**src/rtl/spi_response_scheduler_if.sv**
```systemverilog
// Bundle of the scheduler's handshake, shifter-load and debug signals.
// The slave modport is the scheduler and the master modport is whatever drives it.
interface spi_response_scheduler_if;
  logic       ss;
  logic       shift_pulse;
  logic       cost_cmd;
  logic       digit_valid;
  logic [3:0] digit_in;
  logic       cost_valid;
  logic [7:0] cost_in;
  logic       digit_ack;
  logic       cost_ack;
  logic       load_en;
  logic [7:0] load_data;
  logic       busy;
  logic       overrun;
  // Debug taps: FSM state, bit counter and queue flags
  logic [2:0] dbg_state;
  logic [2:0] dbg_bit_cnt;
  logic       dbg_dig_pend;
  logic       dbg_cost_pend;
  logic       dbg_cost_armed;

  modport slave (
    input  ss, shift_pulse, cost_cmd, digit_valid, digit_in, cost_valid, cost_in,
    output digit_ack, cost_ack, load_en, load_data, busy, overrun,
    output dbg_state, dbg_bit_cnt, dbg_dig_pend, dbg_cost_pend, dbg_cost_armed
  );

  modport master (
    output ss, shift_pulse, cost_cmd, digit_valid, digit_in, cost_valid, cost_in,
    input  digit_ack, cost_ack, load_en, load_data, busy, overrun,
    input  dbg_state, dbg_bit_cnt, dbg_dig_pend, dbg_cost_pend, dbg_cost_armed
  );
endinterface

```
**src/rtl/spi_response_scheduler.sv**
```systemverilog
// Chooses the next SPI response (digit or cost), frames it as header+payload
// and drives the parallel load of the MISO shift register; idle-fill otherwise.
module spi_response_scheduler #(
  parameter logic [7:0] HDR_DIGIT = 8'hA1,
  parameter logic [7:0] HDR_COST  = 8'hC2,
  parameter logic [7:0] IDLE_FILL = 8'hFF
) (
  input logic                      clk,
  input logic                      rst,
  spi_response_scheduler_if.slave  bus
);

  // Handshake: digit_valid/cost_valid are always accepted; the matching ack
  // pulses one cycle later, and overrun flags a pending item that was replaced.
  typedef enum logic [2:0] {
    IDLE     = 3'd0,
    LOAD_HDR = 3'd1,
    SEND_HDR = 3'd2,
    LOAD_PAY = 3'd3,
    SEND_PAY = 3'd4
  } state_t;

  state_t     state;
  logic [2:0] bit_cnt;
  logic [3:0] digit_hold;
  logic [7:0] cost_hold;
  logic       dig_pend, cost_pend, cost_armed;
  logic       last_cost, grant_cost;
  logic       digit_ack_r, cost_ack_r, overrun_r, load_en_r, busy_r;
  logic [7:0] load_data_r;

  logic byte_end, dig_elig, cost_elig, arb_ok, pick_cost;
  logic frame_done, dig_done, cost_done;

  always_comb begin
    byte_end   = bus.shift_pulse & ~bus.ss & (bit_cnt == 3'd7);
    dig_elig   = dig_pend;
    cost_elig  = cost_pend & cost_armed;
    // Only start a frame on a byte boundary with the master selecting us and idle
    arb_ok     = (state == IDLE) & (bit_cnt == 3'd0) & ~bus.shift_pulse & ~bus.ss;
    pick_cost  = cost_elig & (~dig_elig | ~last_cost);
    frame_done = (state == SEND_PAY) & byte_end;
    dig_done   = frame_done & ~grant_cost;
    cost_done  = frame_done & grant_cost;
  end

  always_ff @(posedge clk) begin
    if (rst) begin
      state       <= IDLE;
      bit_cnt     <= 3'd0;
      digit_hold  <= 4'd0;
      cost_hold   <= 8'd0;
      dig_pend    <= 1'b0;
      cost_pend   <= 1'b0;
      cost_armed  <= 1'b0;
      last_cost   <= 1'b1;
      grant_cost  <= 1'b0;
      digit_ack_r <= 1'b0;
      cost_ack_r  <= 1'b0;
      overrun_r   <= 1'b0;
      load_en_r   <= 1'b1;
      load_data_r <= IDLE_FILL;
      busy_r      <= 1'b0;
    end else begin
      digit_ack_r <= bus.digit_valid;
      cost_ack_r  <= bus.cost_valid;
      overrun_r   <= (bus.digit_valid & dig_pend & ~dig_done) |
                     (bus.cost_valid & cost_pend & ~cost_done);

      if (bus.ss)               bit_cnt <= 3'd0;
      else if (bus.shift_pulse) bit_cnt <= bit_cnt + 3'd1;

      // A fresh capture beats the clear at frame end for the same type
      if (bus.digit_valid) begin
        digit_hold <= bus.digit_in;
        dig_pend   <= 1'b1;
      end else if (dig_done) begin
        dig_pend <= 1'b0;
      end

      if (bus.cost_valid) begin
        cost_hold <= bus.cost_in;
        cost_pend <= 1'b1;
      end else if (cost_done) begin
        cost_pend <= 1'b0;
      end

      if (bus.cost_cmd)    cost_armed <= 1'b1;
      else if (cost_done)  cost_armed <= 1'b0;

      if (state != IDLE && bus.ss) begin
        state       <= IDLE;
        load_en_r   <= 1'b1;
        load_data_r <= IDLE_FILL;
        busy_r      <= 1'b0;
      end else begin
        case (state)
          IDLE: begin
            load_en_r   <= 1'b1;
            load_data_r <= IDLE_FILL;
            if (arb_ok && (dig_elig || cost_elig)) begin
              state       <= LOAD_HDR;
              grant_cost  <= pick_cost;
              load_data_r <= pick_cost ? HDR_COST : HDR_DIGIT;
              busy_r      <= 1'b1;
            end
          end
          LOAD_HDR: begin
            state     <= SEND_HDR;
            load_en_r <= 1'b0;
          end
          SEND_HDR: begin
            if (byte_end) begin
              // The payload register holds this snapshot for the whole byte
              state       <= LOAD_PAY;
              load_en_r   <= 1'b1;
              load_data_r <= grant_cost ? cost_hold : {4'h0, digit_hold};
            end
          end
          LOAD_PAY: begin
            state     <= SEND_PAY;
            load_en_r <= 1'b0;
          end
          SEND_PAY: begin
            if (byte_end) begin
              state       <= IDLE;
              last_cost   <= grant_cost;
              load_en_r   <= 1'b1;
              load_data_r <= IDLE_FILL;
              busy_r      <= 1'b0;
            end
          end
          default: begin
            state       <= IDLE;
            load_en_r   <= 1'b1;
            load_data_r <= IDLE_FILL;
            busy_r      <= 1'b0;
          end
        endcase
      end
    end
  end

  assign bus.digit_ack      = digit_ack_r;
  assign bus.cost_ack       = cost_ack_r;
  assign bus.overrun        = overrun_r;
  assign bus.load_en        = load_en_r;
  assign bus.load_data      = load_data_r;
  assign bus.busy           = busy_r;
  assign bus.dbg_state      = state;
  assign bus.dbg_bit_cnt    = bit_cnt;
  assign bus.dbg_dig_pend   = dig_pend;
  assign bus.dbg_cost_pend  = cost_pend;
  assign bus.dbg_cost_armed = cost_armed;

endmodule

```
**src/flat_wrapper.sv**
```systemverilog
// flat-port wrapper written by rule: the top's interface ports become plain ports
module spi_response_scheduler_flat 
#(
  parameter logic [7:0] HDR_DIGIT = 8'hA1,
  parameter logic [7:0] HDR_COST  = 8'hC2,
  parameter logic [7:0] IDLE_FILL = 8'hFF
)
  (clk, rst, bus_ss, bus_shift_pulse, bus_cost_cmd, bus_digit_valid, bus_digit_in, bus_cost_valid, bus_cost_in, bus_digit_ack, bus_cost_ack, bus_load_en, bus_load_data, bus_busy, bus_overrun, bus_dbg_state, bus_dbg_bit_cnt, bus_dbg_dig_pend, bus_dbg_cost_pend, bus_dbg_cost_armed);
  spi_response_scheduler_if bus_i ();
  input logic clk;
  input logic rst;
  input wire logic [$bits(bus_i.ss)-1:0] bus_ss;
  input wire logic [$bits(bus_i.shift_pulse)-1:0] bus_shift_pulse;
  input wire logic [$bits(bus_i.cost_cmd)-1:0] bus_cost_cmd;
  input wire logic [$bits(bus_i.digit_valid)-1:0] bus_digit_valid;
  input wire logic [$bits(bus_i.digit_in)-1:0] bus_digit_in;
  input wire logic [$bits(bus_i.cost_valid)-1:0] bus_cost_valid;
  input wire logic [$bits(bus_i.cost_in)-1:0] bus_cost_in;
  output wire logic [$bits(bus_i.digit_ack)-1:0] bus_digit_ack;
  output wire logic [$bits(bus_i.cost_ack)-1:0] bus_cost_ack;
  output wire logic [$bits(bus_i.load_en)-1:0] bus_load_en;
  output wire logic [$bits(bus_i.load_data)-1:0] bus_load_data;
  output wire logic [$bits(bus_i.busy)-1:0] bus_busy;
  output wire logic [$bits(bus_i.overrun)-1:0] bus_overrun;
  output wire logic [$bits(bus_i.dbg_state)-1:0] bus_dbg_state;
  output wire logic [$bits(bus_i.dbg_bit_cnt)-1:0] bus_dbg_bit_cnt;
  output wire logic [$bits(bus_i.dbg_dig_pend)-1:0] bus_dbg_dig_pend;
  output wire logic [$bits(bus_i.dbg_cost_pend)-1:0] bus_dbg_cost_pend;
  output wire logic [$bits(bus_i.dbg_cost_armed)-1:0] bus_dbg_cost_armed;
  assign bus_i.ss = bus_ss;
  assign bus_i.shift_pulse = bus_shift_pulse;
  assign bus_i.cost_cmd = bus_cost_cmd;
  assign bus_i.digit_valid = bus_digit_valid;
  assign bus_i.digit_in = bus_digit_in;
  assign bus_i.cost_valid = bus_cost_valid;
  assign bus_i.cost_in = bus_cost_in;
  assign bus_digit_ack = bus_i.digit_ack;
  assign bus_cost_ack = bus_i.cost_ack;
  assign bus_load_en = bus_i.load_en;
  assign bus_load_data = bus_i.load_data;
  assign bus_busy = bus_i.busy;
  assign bus_overrun = bus_i.overrun;
  assign bus_dbg_state = bus_i.dbg_state;
  assign bus_dbg_bit_cnt = bus_i.dbg_bit_cnt;
  assign bus_dbg_dig_pend = bus_i.dbg_dig_pend;
  assign bus_dbg_cost_pend = bus_i.dbg_cost_pend;
  assign bus_dbg_cost_armed = bus_i.dbg_cost_armed;
  spi_response_scheduler #(.HDR_DIGIT(HDR_DIGIT), .HDR_COST(HDR_COST), .IDLE_FILL(IDLE_FILL)) u_core (.clk(clk), .rst(rst), .bus(bus_i));
endmodule
```
**config.mk**
```make
export PLATFORM = sky130hd
export DESIGN_NAME = spi_response_scheduler_flat
export DESIGN_NICKNAME = d
export VERILOG_FILES = /design/src/rtl/spi_response_scheduler_if.sv /design/src/rtl/spi_response_scheduler.sv /design/src/flat_wrapper.sv
export SDC_FILE = /design/constraint.sdc
export NUM_CORES = 1
export LEC_CHECK = 0
export ABC_AREA = 1
export BUFFER_PORTS_ARGS = -buffer_cell sky130_fd_sc_hd__buf_2
export CAP_MARGIN = 5
export CORE_UTILIZATION = 50
export DETAILED_ROUTE_END_ITERATION = 10
export HOLD_SLACK_MARGIN = 0.06
export PLACE_DENSITY = 0.8
export SYNTH_ARGS = -nofsm -noshare
export SYNTH_HDL_FRONTEND = slang
export SYNTH_SLANG_ARGS = --single-unit
export TNS_END_PERCENT = 10
```
**constraint.sdc**
```tcl
create_clock -name clk -period 2 [get_ports clk]
set_clock_uncertainty 0.1 [all_clocks]
set_input_delay 0.4 -clock clk [delete_from_list [all_inputs] [get_ports clk]]
set_output_delay 0.4 -clock clk [all_outputs]
set_load 0.005 [all_outputs]
```
After elaboration in Yosys (flattened, before gate mapping)
Index checks and enable logic that the tools add are counted.
{"block": "totals", "elab_cells": 90, "output_inout_bits": 22, "ff_bits": 36, "in_bits": 19}
{"block": "classes", "n_eq_ne": 9, "add_sub_neg": 1, "n_bitwise": 26, "n_reduce_logical": 19, "mux": 20}
{"operator": "2-to-1 mux 8 bit", "count": 4}
{"operator": "one-hot mux 8 bit (4 select lines)", "count": 1}
{"operator": "one-hot mux 3 bit (5 select lines)", "count": 1}
{"operator": "AND reduction 3 bit", "count": 5}
{"operator": "bitwise AND 1 bit", "count": 14}
{"operator": "inverter 1 bit", "count": 10}
{"operator": "2-to-1 mux 3 bit", "count": 3}
{"operator": "2-to-1 mux 1 bit", "count": 8}
{"operator": "OR reduction 2 bit", "count": 4}
{"operator": "2-to-1 mux 7 bit", "count": 1}
{"operator": "== test 3 x 2 -> 1 bit, second input constant", "count": 2}
{"operator": "== test 3 bit, second input constant", "count": 2}
{"operator": "zero test 3 bit", "count": 2}
{"operator": "!= test 2 x 1 -> 1 bit, second input constant", "count": 3}
{"operator": "nonzero test 2 bit", "count": 3}
{"operator": "adder 3 x 1 -> 3 bit, second input constant", "count": 1}
{"operator": "== test 3 x 1 -> 1 bit, second input constant", "count": 1}
{"operator": "one-hot mux 1 bit (3 select lines)", "count": 1}
{"operator": "nonzero test 3 bit", "count": 1}
{"operator": "OR reduction 3 bit", "count": 1}
{"operator": "logical AND 1 bit", "count": 2}
{"operator": "!= test 2 bit, second input constant", "count": 1}
{"operator": "OR 1 bit", "count": 2}
{"operator": "one-hot mux 1 bit (2 select lines)", "count": 1}
{"operator": "logical OR 1 bit", "count": 1}

Logic depth before layout (Yosys ltp)
{"block": "logic_depth", "depth_word": 8, "mapped_depth": 10, "depth_no_buf": 10}

Worst setup path before layout
Ideal clock, no wire load.
{"block": "synth_timing", "path_kind": "flip-flop to flip-flop", "from": "reg u_core.bit_cnt[0], in the netlist u_core.bus.dbg_bit_cnt[0]", "to": "reg u_core.load_data_r[0], in the netlist u_core.bus.load_data[0]", "setup_time_ns": 0.113, "path_buffers": 0, "arrival_ns": 1.276, "path_stages_with_launch": 10, "period_less_slack_ns": 1.489, "t_required_ns": 1.787, "setup_slack_ns": 0.511, "cell_sequence": "dfxtp_1 -> ha_1 -> ha_1 -> nand2_1 -> nor2_1 -> inv_1 -> nand2_2 -> nand3_1 -> nor2_1 -> nor2_1"}
{"block": "synth_between", "elab_chain_len": 7, "word_cells_on_any_way": 12, "cone_classes": "3 x eq/ne; 2 x mux; 4 x bitwise; 3 x reduce/logical"}
{"item": "start: declaration", "line": "spi_response_scheduler.sv:24", "text": "logic [2:0] bit_cnt;"}
{"item": "start signal: assignment", "line": "spi_response_scheduler.sv:71", "text": "else if (bus.shift_pulse) bit_cnt <= bit_cnt + 3'd1;"}
{"item": "zero test 3 bit", "line": "spi_response_scheduler.sv:40", "text": "arb_ok = (state == IDLE) & (bit_cnt == 3'd0) & ~bus.shift_pulse & ~bus.ss;"}
{"item": "bitwise AND 1 bit (3 in a row)", "line": "spi_response_scheduler.sv:40"}
{"item": "logical AND 1 bit", "line": "spi_response_scheduler.sv:101", "text": "if (arb_ok && (dig_elig || cost_elig)) begin"}
{"item": "2-to-1 mux 8 bit", "line": "spi_response_scheduler.sv:101"}
{"item": "one-hot mux 8 bit (4 select lines)", "line": "spi_response_scheduler.sv:97", "text": "case (state)"}
{"item": "end signal: assignment", "line": "spi_response_scheduler.sv:104", "text": "load_data_r <= pick_cost ? HDR_COST : HDR_DIGIT;"}
{"item": "end signal: assignment", "line": "spi_response_scheduler.sv:117", "text": "load_data_r <= grant_cost ? cost_hold : {4'h0, digit_hold};"}
{"item": "end: declaration", "line": "spi_response_scheduler.sv:30", "text": "logic [7:0] load_data_r;"}
Several ways; a longest one is shown, not always the timed one.
A chain may end at the register's enable or synchronous reset.

Worst setup path after layout
{"block": "layout_timing", "from": "reg u_core.bit_cnt[0], in the netlist u_core.bus.dbg_bit_cnt[0]", "to": "reg u_core.cost_armed, in the netlist u_core.bus.dbg_cost_armed"}
{"block": "layout_between", "elab_chain_len": 5}
{"item": "== test 3 bit", "line": "spi_response_scheduler.sv:36", "text": "byte_end = bus.shift_pulse & ~bus.ss & (bit_cnt == 3'd7);"}
{"item": "bitwise AND 1 bit", "line": "spi_response_scheduler.sv:36"}
{"item": "bitwise AND 1 bit", "line": "spi_response_scheduler.sv:42", "text": "frame_done = (state == SEND_PAY) & byte_end;"}
{"item": "bitwise AND 1 bit", "line": "spi_response_scheduler.sv:44", "text": "cost_done = frame_done & grant_cost;"}
{"item": "nonzero test 2 bit (no source line)"}
{"item": "end signal: assignment", "line": "spi_response_scheduler.sv:55", "text": "cost_armed <= 1'b0;"}
{"item": "end signal: assignment", "line": "spi_response_scheduler.sv:88", "text": "if (bus.cost_cmd) cost_armed <= 1'b1;"}
{"item": "end signal: assignment", "line": "spi_response_scheduler.sv:89", "text": "else if (cost_done) cost_armed <= 1'b0;"}
{"item": "end: declaration", "line": "spi_response_scheduler.sv:27", "text": "logic dig_pend, cost_pend, cost_armed;"}
Every way passes these cells.

==> metrics.cfg <==
[synthesis]
avgSynthCellArea_sq_um=7.33
synth_warnings=0
synthesis.area_sq_um=1530
synth_cell_types=23
synth_nets=231
async_reset_ff_share_pct=0
syn_inst=209
yosysSeqAreaShare_pct=47.0
ys_seq_elements=36
synth_edf_count=0
synth_ff_type=dfxtp_1

[cells_and_area]
fillers=276
layout.nets=274
n_antenna_cell=0
drive_above_1_share_pct=22.6
syn2layout_area_growth_pct=18.7

[cts]
cts.sink_count=36
cts_resized=0
clkLatencyLatePin_ns=0.33
clk_pin_slew_ns=0.09
cts-root-buf=clkbuf_4
numCtsBuffers=5
cts_max_level=2
cts_tree=done
cts_hold_buf=0
cts_buffer_depth=2
post_cts_buffers=0

[global_routing]
grt_pass1_wl_mm=5.49
grt_max_degree=15
grt_overflow=0
grt_pass1_vias=1331
antenna_found_initial=0
grt_usage_pct=21.6

[setup_path]
critical_path.endpoint=u_core.bus.dbg_cost_armed$_SDFFE_PP0P_
crit_start=u_core.bus.dbg_bit_cnt[0]$_SDFFE_PP0P_
crit_required_ns=2.12
worstSetupEndpointType=flop
cp_max_fo=4
startpoint_type=flop
cp.arrival_ns=1.76
rr_startpoint=u_core.bus.dbg_bit_cnt[0]$_SDFFE_PP0P_
reg2regPathDepth=9
reg2reg_slack_ns=0.36
crit_type=flop to flop
r2r-end=u_core.bus.dbg_cost_armed$_SDFFE_PP0P_

[run_status]
violations=DRC
status=finished with violations

[pwr]
p_switching_uw=749
combinationalPowerShare_pct=35.5
p_per_area_nw_per_um2=1140
leakage_nw=0.867
p_clk_share_pct=20.1
peakVddDrop_mv=0.802
switching_share_pct=36.2
p_int_mw=1.32
finalPower_mw=2.07
seq_power_share_pct=44.4

[route]
wl_per_cell_um=11.3
ant_nets=0
drt_iter0_drc=47
first_pass_iters=7
drc=5
routed_wl_mm=3.19
viasPerCell=5.05
via_count=1430

[sta]
slew_viol_final=0
max_slew_margin_pct=76.0
hold_viol=0
tns_ns=0
setup_viol=0
rsz0062_at_grt=false
fin_crit_ns=1.64
max_freq_mhz=609
fin_crit_sh_pct=82.1
worst_pin_slew_ns=0.359
hold_slack_ns=0.179

[floorplan]
initial_utilization_pct=54.2
core_area_sq_um=2830
pin_count=41
die_h_um=57.4
fp.dieArea_sq_um=3290
placementRows=19
fp.dieW_um=57.4

[placed_design]
place_hpwl_mm=2.46
place.gp.congestion=0.857
io_buffers=40

[run]
cap_violations=0

[hold_path]
min_path_type=primary input to flop

==> per-layer routing <==
layer	GRT usage, %	routed length, um	vias up
met2	36.9	1490	37
met5	0	0	-
met1	25.8	1490	628
met4	9.06	48	0
met3	5.44	160	7
li1	-	-	758
==> cells by family after synthesis <==
group,Yosys count,share of synthesized area (%)
flops,36,47.0
simple gates,111,31.3
fa+ha+maj,3,2.45
compound gates,34,12.6
xor+xnor,1,0.572
buf+inv,24,6.04
==> sequential cells by signal, summed over array words and instances, names as in the netlist <==
signal                     flops
u_core.bus.busy                1
u_core.bus.cost_ack            1
u_core.bus.dbg_bit_cnt         3
u_core.bus.dbg_cost_armed      1
u_core.bus.dbg_cost_pend       1
u_core.bus.dbg_dig_pend        1
u_core.bus.dbg_state           3
u_core.bus.digit_ack           1
u_core.bus.load_data           8
u_core.bus.load_en             1
u_core.bus.overrun             1
u_core.cost_hold               8
u_core.digit_hold              4
u_core.grant_cost              1
u_core.last_cost               1
==> how the worst min path moves through the flow <==
stage	from	endpoint	slack (ns)	cells past startpoint
floorplan	u_core.last_cost$_SDFFE_PP1P_	u_core.last_cost$_SDFFE_PP1P_	0.35	2
global placement	u_core.bus.load_data[4]$_SDFFE_PP1P_	u_core.bus.load_data[4]$_SDFFE_PP1P_	0.35	2
detailed placement	u_core.bus.load_data[4]$_SDFFE_PP1P_	u_core.bus.load_data[4]$_SDFFE_PP1P_	0.35	2
CTS	bus_cost_cmd	u_core.bus.dbg_cost_armed$_SDFFE_PP0P_	0.17	3
global route	bus_cost_in[5]	u_core.cost_hold[5]$_SDFFE_PP0P_	0.18	3
finish	bus_cost_cmd	u_core.bus.dbg_cost_armed$_SDFFE_PP0P_	0.18	3
==> per-stage QoR <==
step	instance area (sq um)	setup WS (ns)	std cells	util (%)
global placement	1750	0.455	276	62.0
CTS	1820	0.373	283	64.3
finish	1820	0.358	283	64.3
floorplan	1530	0.511	209	-
global route	1820	0.142	283	64.3
detailed placement	1750	0.390	276	62.0
==> placed cells by master (no fill, tap or decap), types with 3 or more instances in the layout <==
master    instances
a21oi_1          12
dfxtp_1          36
nand2_4           3
nand3_1          20
nor2_1           55
ha_1              3
inv_1            16
clkbuf_4          5
inv_2             3
buf_2            40
o21ai_0          16
nand2_1          29
==> layout make-up <==
type / count / area, sq um / share of cell area, %
flip-flops and latches: 36 / 721 / 39.6
repair buffers: 40 / 200 / 11.0
clock buffers: 7 / 65.1 / 3.58
inverters: 20 / 75.1 / 4.13
well taps: 31 / 38.8 / 2.13
multi-input cells: 149 / 719 / 39.5
==> cells in the mapped netlist (all sizes together), types with 2 or more instances <==
master | count | area, sq um
clkbuf | 2 | 7.51
a31oi | 2 | 12.5
dfxtp | 36 | 721
buf | 2 | 10.0
ha | 3 | 37.5
nor2 | 56 | 218
nand3 | 20 | 100
a21oi | 13 | 76.3
o21ai | 17 | 88.8
inv | 19 | 71.3
nand2 | 33 | 149
==> worst max-delay path, cell delays in order (launching register included) <==
cell and delay, ns:
dfxtp_1 0.40, ha_1 0.17, ha_1 0.13, nand2_1 0.05
nor2_1 0.11, inv_1 0.10, nor2_1 0.15, nand2_1 0.12
a21oi_1 0.15, nor2_1 0.05
==> power groups by stage <==
stage,clock network [mW],registers [mW],logic (mW)
after detailed placement,0,0.938,0.735
after global routing,0.460,0.936,0.833
after floorplan,0,0.936,0.507
after CTS,0.426,0.921,0.740
final,0.415,0.919,0.734
after global placement,0,0.937,0.726
Power figures use the tool's default switching activity.
